## config.mk

```make
export PLATFORM = sky130hd
export DESIGN_NAME = adc_sample_scheduler
export DESIGN_NICKNAME = d
export VERILOG_FILES = /design/src/rtl/adc_sample_scheduler.sv
export SDC_FILE = /design/constraint.sdc
export NUM_CORES = 1
export LEC_CHECK = 0
export CAP_MARGIN = 20
export CORE_UTILIZATION = 52
export DETAILED_ROUTE_END_ITERATION = 8
export GPL_TIMING_DRIVEN = 0
export PLACE_DENSITY = 0.84
export SYNTH_ARGS = -nofsm -noshare
export SYNTH_HDL_FRONTEND = slang
export SYNTH_SLANG_ARGS = --single-unit
```

## constraint.sdc

```tcl
create_clock -name clk -period 2.3 [get_ports clk]
set_input_delay 0.46 -clock clk [delete_from_list [all_inputs] [get_ports clk]]
set_output_delay 0.46 -clock clk [all_outputs]
set_load 0.02 [all_outputs]
```

## src/rtl/adc_sample_scheduler.sv

```systemverilog
// adc_sample_scheduler: round-robin arbiter for one AD7091R serial-ADC socket.
// Requesters are served one conversion at a time. A timeout watchdog aborts
// conversions that the socket never answers.
// Optional feature: define ADC_SCHED_AUTO_EN to add a periodic auto-sample slot
// (ports period_i, auto_vld_o, auto_ovr_o) that takes priority over req_i.
module adc_sample_scheduler #(
  parameter int unsigned NREQ    = 4,
  parameter int unsigned TIMEOUT = 63
) (
  input  logic            clk,
  input  logic            rst,
  input  logic            en,
  input  logic [NREQ-1:0] req_i,
  output logic [NREQ-1:0] ack_o,
  output logic [11:0]     data_o,
  output logic            err_o,
  output logic            busy_o,
  output logic            sock_en_o,
  output logic            sock_rd_en_o,
  input  logic [11:0]     sock_data_i,
  input  logic            sock_rdy_i
`ifdef ADC_SCHED_AUTO_EN
  ,
  input  logic [15:0]     period_i,
  output logic            auto_vld_o,
  output logic            auto_ovr_o
`endif
);

  localparam int unsigned GW = (NREQ > 1) ? $clog2(NREQ) : 1;
  localparam int unsigned TW = $clog2(TIMEOUT + 1);

  typedef enum logic [1:0] {StIdle, StIssue, StWait, StResp} state_e;

  state_e            state_q, state_d;
  logic [GW-1:0]     ptr_q, ptr_d;
  logic [GW-1:0]     gnt_q, gnt_d;
  logic [TW-1:0]     timer_q, timer_d;
  logic [NREQ-1:0]   ack_q, ack_d;
  logic [11:0]       data_q, data_d;
  logic              err_q, err_d;
  logic              busy_q, busy_d;
  logic              rd_en_q, rd_en_d;

  logic              any_req;
  logic [GW-1:0]     pick;
  logic              found;
  int unsigned       idx;

`ifdef ADC_SCHED_AUTO_EN
  logic [15:0]       cnt_q, cnt_d;
  logic              auto_pend_q, auto_pend_d;
  logic              auto_gnt_q, auto_gnt_d;
  logic              auto_vld_q, auto_vld_d;
  logic              auto_ovr_q, auto_ovr_d;
  logic              auto_clr;
  logic              tick;
`endif

  // Round-robin pick: first pending requester at or after ptr, wrapping.
  always_comb begin
    any_req = |req_i;
    pick    = ptr_q;
    found   = 1'b0;
    idx     = 0;
    for (int unsigned i = 0; i < NREQ; i++) begin
      idx = 32'(ptr_q) + i;
      if (idx >= NREQ) idx = idx - NREQ;
      if (!found && req_i[idx]) begin
        found = 1'b1;
        pick  = GW'(idx);
      end
    end
  end

  // Next-state and registered-output logic; everything holds while en is low.
  always_comb begin
    state_d = state_q;
    ptr_d   = ptr_q;
    gnt_d   = gnt_q;
    timer_d = timer_q;
    ack_d   = ack_q;
    data_d  = data_q;
    err_d   = err_q;
    rd_en_d = rd_en_q;
`ifdef ADC_SCHED_AUTO_EN
    auto_gnt_d = auto_gnt_q;
    auto_vld_d = auto_vld_q;
    auto_clr   = 1'b0;
`endif
    if (en) begin
      ack_d   = '0;
      err_d   = 1'b0;
      rd_en_d = 1'b0;
`ifdef ADC_SCHED_AUTO_EN
      auto_vld_d = 1'b0;
`endif
      unique case (state_q)
        StIdle: begin
`ifdef ADC_SCHED_AUTO_EN
          if (auto_pend_q) begin
            auto_gnt_d = 1'b1;
            auto_clr   = 1'b1;
            rd_en_d    = 1'b1;
            state_d    = StIssue;
          end else
`endif
          if (any_req) begin
`ifdef ADC_SCHED_AUTO_EN
            auto_gnt_d = 1'b0;
`endif
            gnt_d   = pick;
            rd_en_d = 1'b1;
            state_d = StIssue;
          end
        end
        StIssue: begin
          timer_d = '0;
          state_d = StWait;
        end
        StWait: begin
          // rdy wins over a timeout landing in the same cycle.
          if (sock_rdy_i || (timer_q == TW'(TIMEOUT))) begin
            data_d  = sock_rdy_i ? sock_data_i : 12'h000;
            err_d   = !sock_rdy_i;
            state_d = StResp;
`ifdef ADC_SCHED_AUTO_EN
            if (auto_gnt_q) auto_vld_d = 1'b1;
            else            ack_d      = NREQ'(1) << gnt_q;
`else
            ack_d = NREQ'(1) << gnt_q;
`endif
          end else begin
            timer_d = timer_q + TW'(1);
          end
        end
        StResp: begin
`ifdef ADC_SCHED_AUTO_EN
          if (!auto_gnt_q)
`endif
          ptr_d   = (gnt_q == GW'(NREQ - 1)) ? '0 : gnt_q + GW'(1);
          state_d = StIdle;
        end
        default: state_d = StIdle;
      endcase
    end
    busy_d = en ? (state_d != StIdle) : busy_q;
  end

`ifdef ADC_SCHED_AUTO_EN
  // Auto-sample period counter; a tick raises auto_pend, a tick onto a pending slot is an overrun.
  always_comb begin
    cnt_d       = cnt_q;
    auto_pend_d = auto_pend_q;
    auto_ovr_d  = auto_ovr_q;
    tick        = 1'b0;
    if (en) begin
      if (period_i == 16'd0) begin
        cnt_d = 16'd0;
      end else if (cnt_q >= period_i - 16'd1) begin
        cnt_d = 16'd0;
        tick  = 1'b1;
      end else begin
        cnt_d = cnt_q + 16'd1;
      end
      auto_ovr_d  = tick && auto_pend_q && !auto_clr;
      auto_pend_d = tick || (auto_pend_q && !auto_clr);
    end
  end
`endif

  // State and output registers.
  always_ff @(posedge clk or posedge rst) begin
    if (rst) begin
      state_q <= StIdle;
      ptr_q   <= '0;
      gnt_q   <= '0;
      timer_q <= '0;
      ack_q   <= '0;
      data_q  <= '0;
      err_q   <= 1'b0;
      busy_q  <= 1'b0;
      rd_en_q <= 1'b0;
`ifdef ADC_SCHED_AUTO_EN
      cnt_q       <= '0;
      auto_pend_q <= 1'b0;
      auto_gnt_q  <= 1'b0;
      auto_vld_q  <= 1'b0;
      auto_ovr_q  <= 1'b0;
`endif
    end else begin
      state_q <= state_d;
      ptr_q   <= ptr_d;
      gnt_q   <= gnt_d;
      timer_q <= timer_d;
      ack_q   <= ack_d;
      data_q  <= data_d;
      err_q   <= err_d;
      busy_q  <= busy_d;
      rd_en_q <= rd_en_d;
`ifdef ADC_SCHED_AUTO_EN
      cnt_q       <= cnt_d;
      auto_pend_q <= auto_pend_d;
      auto_gnt_q  <= auto_gnt_d;
      auto_vld_q  <= auto_vld_d;
      auto_ovr_q  <= auto_ovr_d;
`endif
    end
  end

  assign ack_o        = ack_q;
  assign data_o       = data_q;
  assign err_o        = err_q;
  assign busy_o       = busy_q;
  assign sock_rd_en_o = rd_en_q;
  assign sock_en_o    = en;
`ifdef ADC_SCHED_AUTO_EN
  assign auto_vld_o   = auto_vld_q;
  assign auto_ovr_o   = auto_ovr_q;
`endif

endmodule

```

# Yosys cells after proc, flatten, opt, wreduce, memory -nomap -nowiden
# Index checks and enable logic that the tools add are counted.
# word_totals
in_bits	20
reg_bits	31
out_inout_bits	20
wordCells	82
# op_classes
n_lt_le_gt_ge	8
n_shift	1
add_sub_neg	9
reduce_logical	16
n_eq_ne	6
n_mux	33
# ops
cell	count
32-bit by 3-bit less-than comparator with 1-bit output, second input constant	4
32-bit 2-to-1 mux	4
2-bit 2-to-1 mux	8
12-bit 2-to-1 mux	1
6-bit one-hot mux with 2 select lines	1
3-bit by 3-bit subtractor with 4-bit output, second input constant	3
1-bit 2-to-1 mux	11
3-bit >= comparator, second input constant	3
3-bit AND reduction	3
1-bit binary-select mux with 2-bit select	4
4-bit 2-to-1 mux	2
2-bit one-hot mux with 4 select lines	1
2-bit by 2-bit adder with 3-bit output, second input constant	2
6-bit by 1-bit adder with 6-bit output, second input constant	1
2-bit equality test, second input constant	3
6-bit equality test, second input constant	1
6-bit 2-to-1 mux	1
1-bit zero test	4
2-bit nonzero test	2
4-bit OR reduction	1
1-bit by 2-bit << shifter with 4-bit output, first input constant	1
2-bit by 3-bit subtractor with 4-bit output, second input constant	1
2-bit by 1-bit adder with 3-bit output, second input constant	1
2-bit by 3-bit >= comparator with 1-bit output, second input constant	1
other kinds (7)	9

# Logic depth before layout (Yosys ltp)
# Gate-level depths: netlist of run 1.
# depth
word_depth	14
mapped_depth	7
mapped_depth_nobuf	6

# Least setup slack after synthesis of run 1
# No wires, ideal clock.
# synth_timing
path_type	flip-flop to flip-flop
start	register state_q[0]
end	register timer_q[4]
synth_period_minus_slack_ns	1.539
path_stages_with_launch	8
arrival_time_ns	1.410
required_ns	2.171
setup_slack_ns	0.761
cell_sequence	dfrtp_1 inv_1 ha_1 buf_2 and3b_1 nand4_1 mux2i_1 nor2_1
# synth_via
elab_chain_len	3
# synth_lines
element	line_no	text
from (decl)	35	state_e state_q, state_d;
from (signal assigned)	175	state_q <= StIdle;
from (signal assigned)	192	state_q <= state_d;
2-bit equality test / 2-bit by 1-bit equality test with 1-bit output (equally long branches)	98	unique case (state_q)
2-bit != test (no line) / 2-bit nonzero test (equally long branches)	--	
3-bit AND reduction (no line)	--	
to (signal assigned)	195	timer_q <= timer_d;
to (decl)	38	logic [TW-1:0] timer_q, timer_d;
# Several ways; a longest one is shown, not always the timed one.
# A chain may end at the register's enable or synchronous reset.

# Final worst setup path of run 1
# Same ends and word-level chain as after synthesis.

==> results.py, run 1 <==
metrics = {
    "placed_design": {
        "io_buffers": 38,
        "gp_congestion": 0.840,
        "hpwl_um": 2600,
    },
    "sta": {
        "hold_violations": 0,
        "max_freq_mhz": 551,
        "period_minus_slack_ns": 1.81,
        "fin_crit_sh_pct": 78.9,
        "grt_setup_unrepaired": "no",
        "drv_slew": 0,
        "worstMarginPinSlew_ns": 0.439,
        "relSlewSlack_pct": 70.8,
        "clock_skew_ns": 0.0139,
        "finalSetupViolCount": 0,
        "finalSetupTns_ns": 0,
    },
    "grt": {
        "grt_pass1_wl_um": 6040,
        "grt-ovfl-total": 0,
        "grt_max_degree": 24,
        "grt_use_total_pct": 24.6,
        "first_global_vias": 1341,
        "antenna_found_initial": 0,
    },
    "layout": {
        "diodes": 0,
        "nets": 226,
        "area_growth_pct": 30.8,
        "filler_cell_count": 210,
        "drive_gt1_share_pct": 11.7,
    },
    "clock_tree": {
        "cts.repair.resized": 0,
        "clkLatencyLatePin_ns": 0.33,
        "cts_root_buf": "clkbuf_4",
        "cts_hold_buffers": 0,
        "clockBufferDepth": 2,
        "postCtsSetupBuffers": 0,
        "numCtsBuffers": 5,
        "htreeDepth": 2,
        "clk_pin_slew_worst_paths_ns": 0.09,
        "cts_tree": "done",
        "cts_sinks": 31,
    },
    "floorplanning": {
        "die_w_um": 58.0,
        "ios": 40,
        "die_area_sq_um": 3370,
        "coreArea_sq_um": 2850,
        "initial_utilization_pct": 57.2,
        "num_rows": 19,
        "die_y_um": 58.0,
    },
    "drt": {
        "ant_nets": 0,
        "drtPass1Iterations": 9,
        "viasPerCell": 5.74,
        "vias": 1303,
        "post-route-drc-count": 4,
        "routed_wl_um": 3530,
        "drtIter0Drc": 43,
        "wire_per_inst_um": 15.5,
    },
    "yosys": {
        "async_reset_ff_share_pct": 100,
        "syn_nets": 180,
        "ys_warn_count": 0,
        "synth_cells": 150,
        "ys.flop_type": "dfrtp_1",
        "synth_cell_type_count": 44,
        "syn_area_sq_um": 1630,
        "ys_seq_elements": 31,
        "synth_top_area_share_pct": 47.5,
        "synth_top_cell_by_area": "dfrtp_1",
        "synthTopCellsByArea": "dfrtp_1 (48%), ha_1 (7.7%), a22o_1 (6.4%)",
        "synth-seq-area-share_pct": 47.5,
        "syn_area_per_cell_sq_um": 10.9,
        "synth-edff-count": 0,
    },
    "setup_path": {
        "critPathBufInv": 2,
        "critPathSlowestCell": "dfrtp_1",
        "critPathTopFamily": "simple AND/OR/NAND/NOR gates",
        "crit_chain": "inv_1 -> ha_1 -> buf_2 -> and3b_1 -> nand4_1 -> mux2i_1 -> nor2_1",
        "cp-start-kind": "flip-flop",
        "critPathMaxStageDelay_ns": 0.43,
        "cp_max_fo": 10,
        "cp.required_ns": 2.51,
        "worst-setup-path-type": "flip-flop to flip-flop",
        "worstPathArrival_ns": 2.03,
        "endpoint_kind": "flip-flop",
    },
    "pwr": {
        "power_switching_mw": 0.849,
        "power_density_nw_per_um2": 1050,
        "intPower_mw": 1.38,
        "power_leakage_nw": 0.984,
        "seqPwrFrac_pct": 38.7,
        "power_mw": 2.23,
        "clkPwrFrac_pct": 14.2,
        "pwr-share-comb_pct": 47.1,
        "switching_share_pct": 38.1,
        "ir_worst_vdd_uv": 581,
    },
    "min_path": {
        "min_path_type": "primary input to asynchronous set/reset pin",
    },
    "job": {
        "drv_cap": 0,
    },
    "outcome": {
        "run_status": "finished with violations",
        "violations": "DRC",
    },
}
## worst register-to-register path, stage by stage, from the launching register on
cell,delay (ns)
dfrtp_1,0.43
inv_1,0.16
ha_1,0.21
buf_2,0.25
and3b_1,0.26
nand4_1,0.13
mux2i_1,0.19
nor2_1,0.06
## flip-flops by register name, summed over array words and instances, names as in the netlist
register,count
ack_o,4
busy_o,1
data_o,12
err_o,1
gnt_q,2
ptr_q,2
sock_rd_en_o,1
state_q,2
timer_q,6
## power groups by stage
stage               registers [mW]  clock network (mW)  logic [mW]
CTS                          0.866               0.324        1.06
floorplan                    0.999                   0       0.494
detailed placement           0.872                   0        1.04
global route                 0.889               0.350        1.16
global placement             0.859                   0       0.995
finish                       0.863               0.317        1.05
## metrics by stage
step | worst slack (ns) | hold slack [ns] | instance area (sq um) | util, % | instances
floorplan | 0.761 | 0.475 | 1630 | - | 150
global placement | 0.271 | 0.472 | 2050 | 71.9 | 219
detailed placement | 0.234 | 0.473 | 2080 | 72.9 | 220
CTS | 0.498 | 0.415 | 2130 | 74.8 | 227
global route | 0.365 | 0.440 | 2130 | 74.8 | 227
finish | 0.486 | 0.419 | 2130 | 74.8 | 227
## cell families after synthesis
kind of cell | count (synthesis) | synth area share [%]
DFF | 31 | 47.5
xor gates and xnor gates | 2 | 1.07
muxes | 4 | 2.61
and+or+nand+nor | 37 | 14.1
AOI/OAI and AO/OA | 44 | 20.8
buffers and inverters | 22 | 6.21
adders and majority gates | 10 | 7.67
## path summary, 6_finish.rpt
kind	from	depth (start not counted)	to	slack, ns
setup / recovery	state_q[0]	7	timer_q[4]	0.49
hold / removal	rst	2	data_o[1]	0.42
setup reg to reg	state_q[0]	7	timer_q[4]	0.49
hold reg to reg	ack_o[0]	1	ack_o[0]	0.49
max in group asynchronous	rst	3	state_q[1]	1.43
min in group clk	ack_o[0]	1	ack_o[0]	0.49
## layout make-up
class                      count  area (sq um)  area share [%]
clock inverter                 1          5.00           0.234
multi-input combinational     97           754            35.3
tap                           31          38.8            1.82
inverter                      14          52.6            2.46
sequential                    31           776            36.3
clock buffer                   6          51.3            2.40
buffer                         8          48.8            2.29
timing repair buffer          39           408            19.1
## routing by layer
| metal | track usage (%) | up-vias | routed length, um |
|---|---|---|---|
| li1 | - | 638 | - |
| met1 | 28.1 | 611 | 1510 |
| met2 | 42.0 | 45 | 1720 |
| met3 | 7.81 | 9 | 218 |
| met4 | 11.6 | 0 | 75 |
| met5 | 0 | - | 0 |
## layout by cell type, fill, tap and decap left out, types with 3 or more instances in the layout
cell type / instances
o2bb2ai_1: 4
a21oi_1: 6
buf_2: 3
clkbuf_4: 5
nand2_1: 11
clkdlybuf4s50_1: 38
inv_1: 13
o21ai_0: 8
nor2_1: 6
a22o_1: 12
ha_1: 10
dfrtp_1: 31
nand3_1: 3
## cells in the mapped netlist (all sizes together), types with 2 or more instances
cell     count
nand2b       2
nor2b        2
dfrtp       31
mux2         2
o221ai       2
ha          10
nand2       11
o22a         2
o21ai        9
o2bb2ai      4
buf          6
mux2i        2
nor3b        2
inv         14
nor2         6
nand3b       2
a21oi        7
a22o        12
nor4bb       2
clkbuf       2
nand3        3
nand4        2
Note: power is estimated with default switching activity, not from simulation.
==> inputs of run 2 (changes only) <==
CORE_UTILIZATION = 49   (was 52)
PLACE_DENSITY = 0.79   (was 0.84)
clock period = 1.9 ns   (was 2.3 ns; I/O delays follow)
==> results.py, run 2 (synthesis results as in run 1) <==
metrics = {
    "grt": {
        "grt_use_total_pct": 22.3,
        "grt-ovfl-total": 0,
        "grt_pass1_wl_um": 5750,
        "antenna_found_initial": 0,
        "grt_max_degree": 25,
        "first_global_vias": 1237,
    },
    "clock_tree": {
        "postCtsSetupBuffers": 0,
        "clockBufferDepth": 2,
        "cts_sinks": 31,
        "clkLatencyLatePin_ns": 0.33,
        "clk_pin_slew_worst_paths_ns": 0.10,
        "htreeDepth": 2,
        "cts_hold_buffers": 0,
        "cts.repair.resized": 0,
        "numCtsBuffers": 5,
        "cts_root_buf": "clkbuf_4",
        "cts_tree": "done",
    },
    "placed_design": {
        "hpwl_um": 2590,
        "gp_congestion": 0.837,
        "io_buffers": 38,
        "dp_cells": 233,
    },
    "setup_path": {
        "critPathTopFamily": "flip-flops",
        "cp-start-kind": "flip-flop",
        "crit_chain": "inv_1 -> ha_1 -> buf_2 -> and3b_1 -> nand2_1 -> a21oi_1 -> a211oi_1",
        "critPathBufInv": 2,
        "critPathMaxStageDelay_ns": 0.43,
        "cp.required_ns": 2.10,
        "endpoint_kind": "flip-flop",
        "r2r_cells": 7,
        "r2r-start": "state_q[0]",
        "worstPathArrival_ns": 1.96,
        "r2r-end": "timer_q[2]",
        "critPathSlowestCell": "dfrtp_1",
        "r2r_slack_ns": 0.14,
        "worst-setup-path-type": "flip-flop to flip-flop",
        "cp_max_fo": 10,
    },
    "drt": {
        "routed_wl_um": 3460,
        "ant_nets": 0,
        "drtIter0Drc": 58,
        "viasPerCell": 5.44,
        "wire_per_inst_um": 14.4,
        "drtPass1Iterations": 4,
        "post-route-drc-count": 0,
        "vias": 1305,
    },
    "sta": {
        "finalSetupViolCount": 0,
        "period_minus_slack_ns": 1.76,
        "fin_crit_sh_pct": 92.8,
        "clock_skew_ns": 0.00718,
        "worstMarginPinSlew_ns": 0.418,
        "finalSetupTns_ns": 0,
        "hold_violations": 0,
        "drv_slew": 0,
        "grt_setup_unrepaired": "no",
        "relSlewSlack_pct": 72.1,
        "max_freq_mhz": 567,
    },
    "floorplanning": {
        "die_area_sq_um": 3560,
        "die_w_um": 59.7,
        "initial_utilization_pct": 52.6,
        "num_rows": 20,
        "die_y_um": 59.7,
        "ios": 40,
        "coreArea_sq_um": 3100,
    },
    "layout": {
        "largest_reg_flops": 12,
        "layout_common_cells": "clkdlybuf4s50_1 (38), dfrtp_1 (31), inv_1 (13)",
        "multi_input_area_sq_um": 754,
        "seq_area_sq_um": 776,
        "mostFrequentLayoutCell": "clkdlybuf4s50_1",
        "stdcell_count": 240,
        "diodes": 0,
        "nets": 226,
        "filler_cell_count": 267,
        "drive_gt1_share_pct": 11.7,
        "area_growth_pct": 31.8,
    },
    "pwr": {
        "ir_worst_vdd_uv": 675,
        "power_mw": 2.69,
        "power_leakage_nw": 0.984,
        "power_density_nw_per_um2": 1250,
    },
    "job": {
        "drv_cap": 0,
    },
    "min_path": {
        "min_path_type": "primary input to asynchronous set/reset pin",
    },
    "outcome": {
        "run_status": "complete, no violations",
    },
}
## run 2: final cells by class
cell class | count | share of cell area, %
Tap cell | 44 | 2.56
Sequential cell | 31 | 36.1
Timing Repair Buffer | 39 | 19.0
Buffer | 8 | 2.27
Clock inverter | 1 | 0.233
Inverter | 14 | 2.44
Multi-Input combinational cell | 97 | 35.1
Clock buffer | 6 | 2.39
## run 2: how the worst max path moves through the flow
| stage | to | slack, ns | from | depth (start not counted) |
|---|---|---|---|---|
| after detailed placement | gnt_q[1] | -0.08 | req_i[0] | 5 |
| after CTS | timer_q[2] | 0.12 | state_q[0] | 7 |
| after global routing | timer_q[4] | 0.02 | state_q[0] | 7 |
| final | timer_q[2] | 0.14 | state_q[0] | 7 |
| after global placement | busy_o | -0.05 | req_i[0] | 5 |
| after floorplan | timer_q[4] | 0.36 | state_q[0] | 7 |
## run 2: per-stage QoR
step	hold WS (ns)	setup slack (ns)	instance area, sq um	utilization [%]
5_1_grt	0.338	0.0194	2150	69.3
2_1_floorplan	0.475	0.361	1630	-
4_1_cts	0.352	0.120	2150	69.3
3_5_place_dp	0.473	-0.0796	2090	67.5
6_report	0.345	0.137	2150	69.3
3_3_place_gp	0.472	-0.0462	2070	66.6
## run 2: report_power, final
part / switching, mW / leakage [nW] / total (mW) / internal, mW
combinational: 0.638 / 0.551 / 1.25 / 0.614
clock: 0.223 / 0.0341 / 0.394 / 0.171
sequential: 0.157 / 0.398 / 1.04 / 0.883
total: 1.02 / 0.984 / 2.69 / 1.67
## run 2: metal layers
| layer | vias to the layer above | global-route usage [%] | part of all wire, % |
|---|---|---|---|
| met5 | - | 0 | 0 |
| met2 | 41 | 36.5 | 49 |
| met1 | 627 | 28.0 | 44 |
| li1 | 632 | - | - |
| met4 | 0 | 8.97 | 1.3 |
| met3 | 5 | 5.84 | 5.5 |
## run 2: worst register-to-register path: stages, from the launching register on
cell	delay [ns]
dfrtp_1	0.43
inv_1	0.15
ha_1	0.20
buf_2	0.24
and3b_1	0.27
nand2_1	0.08
a21oi_1	0.16
a211oi_1	0.10
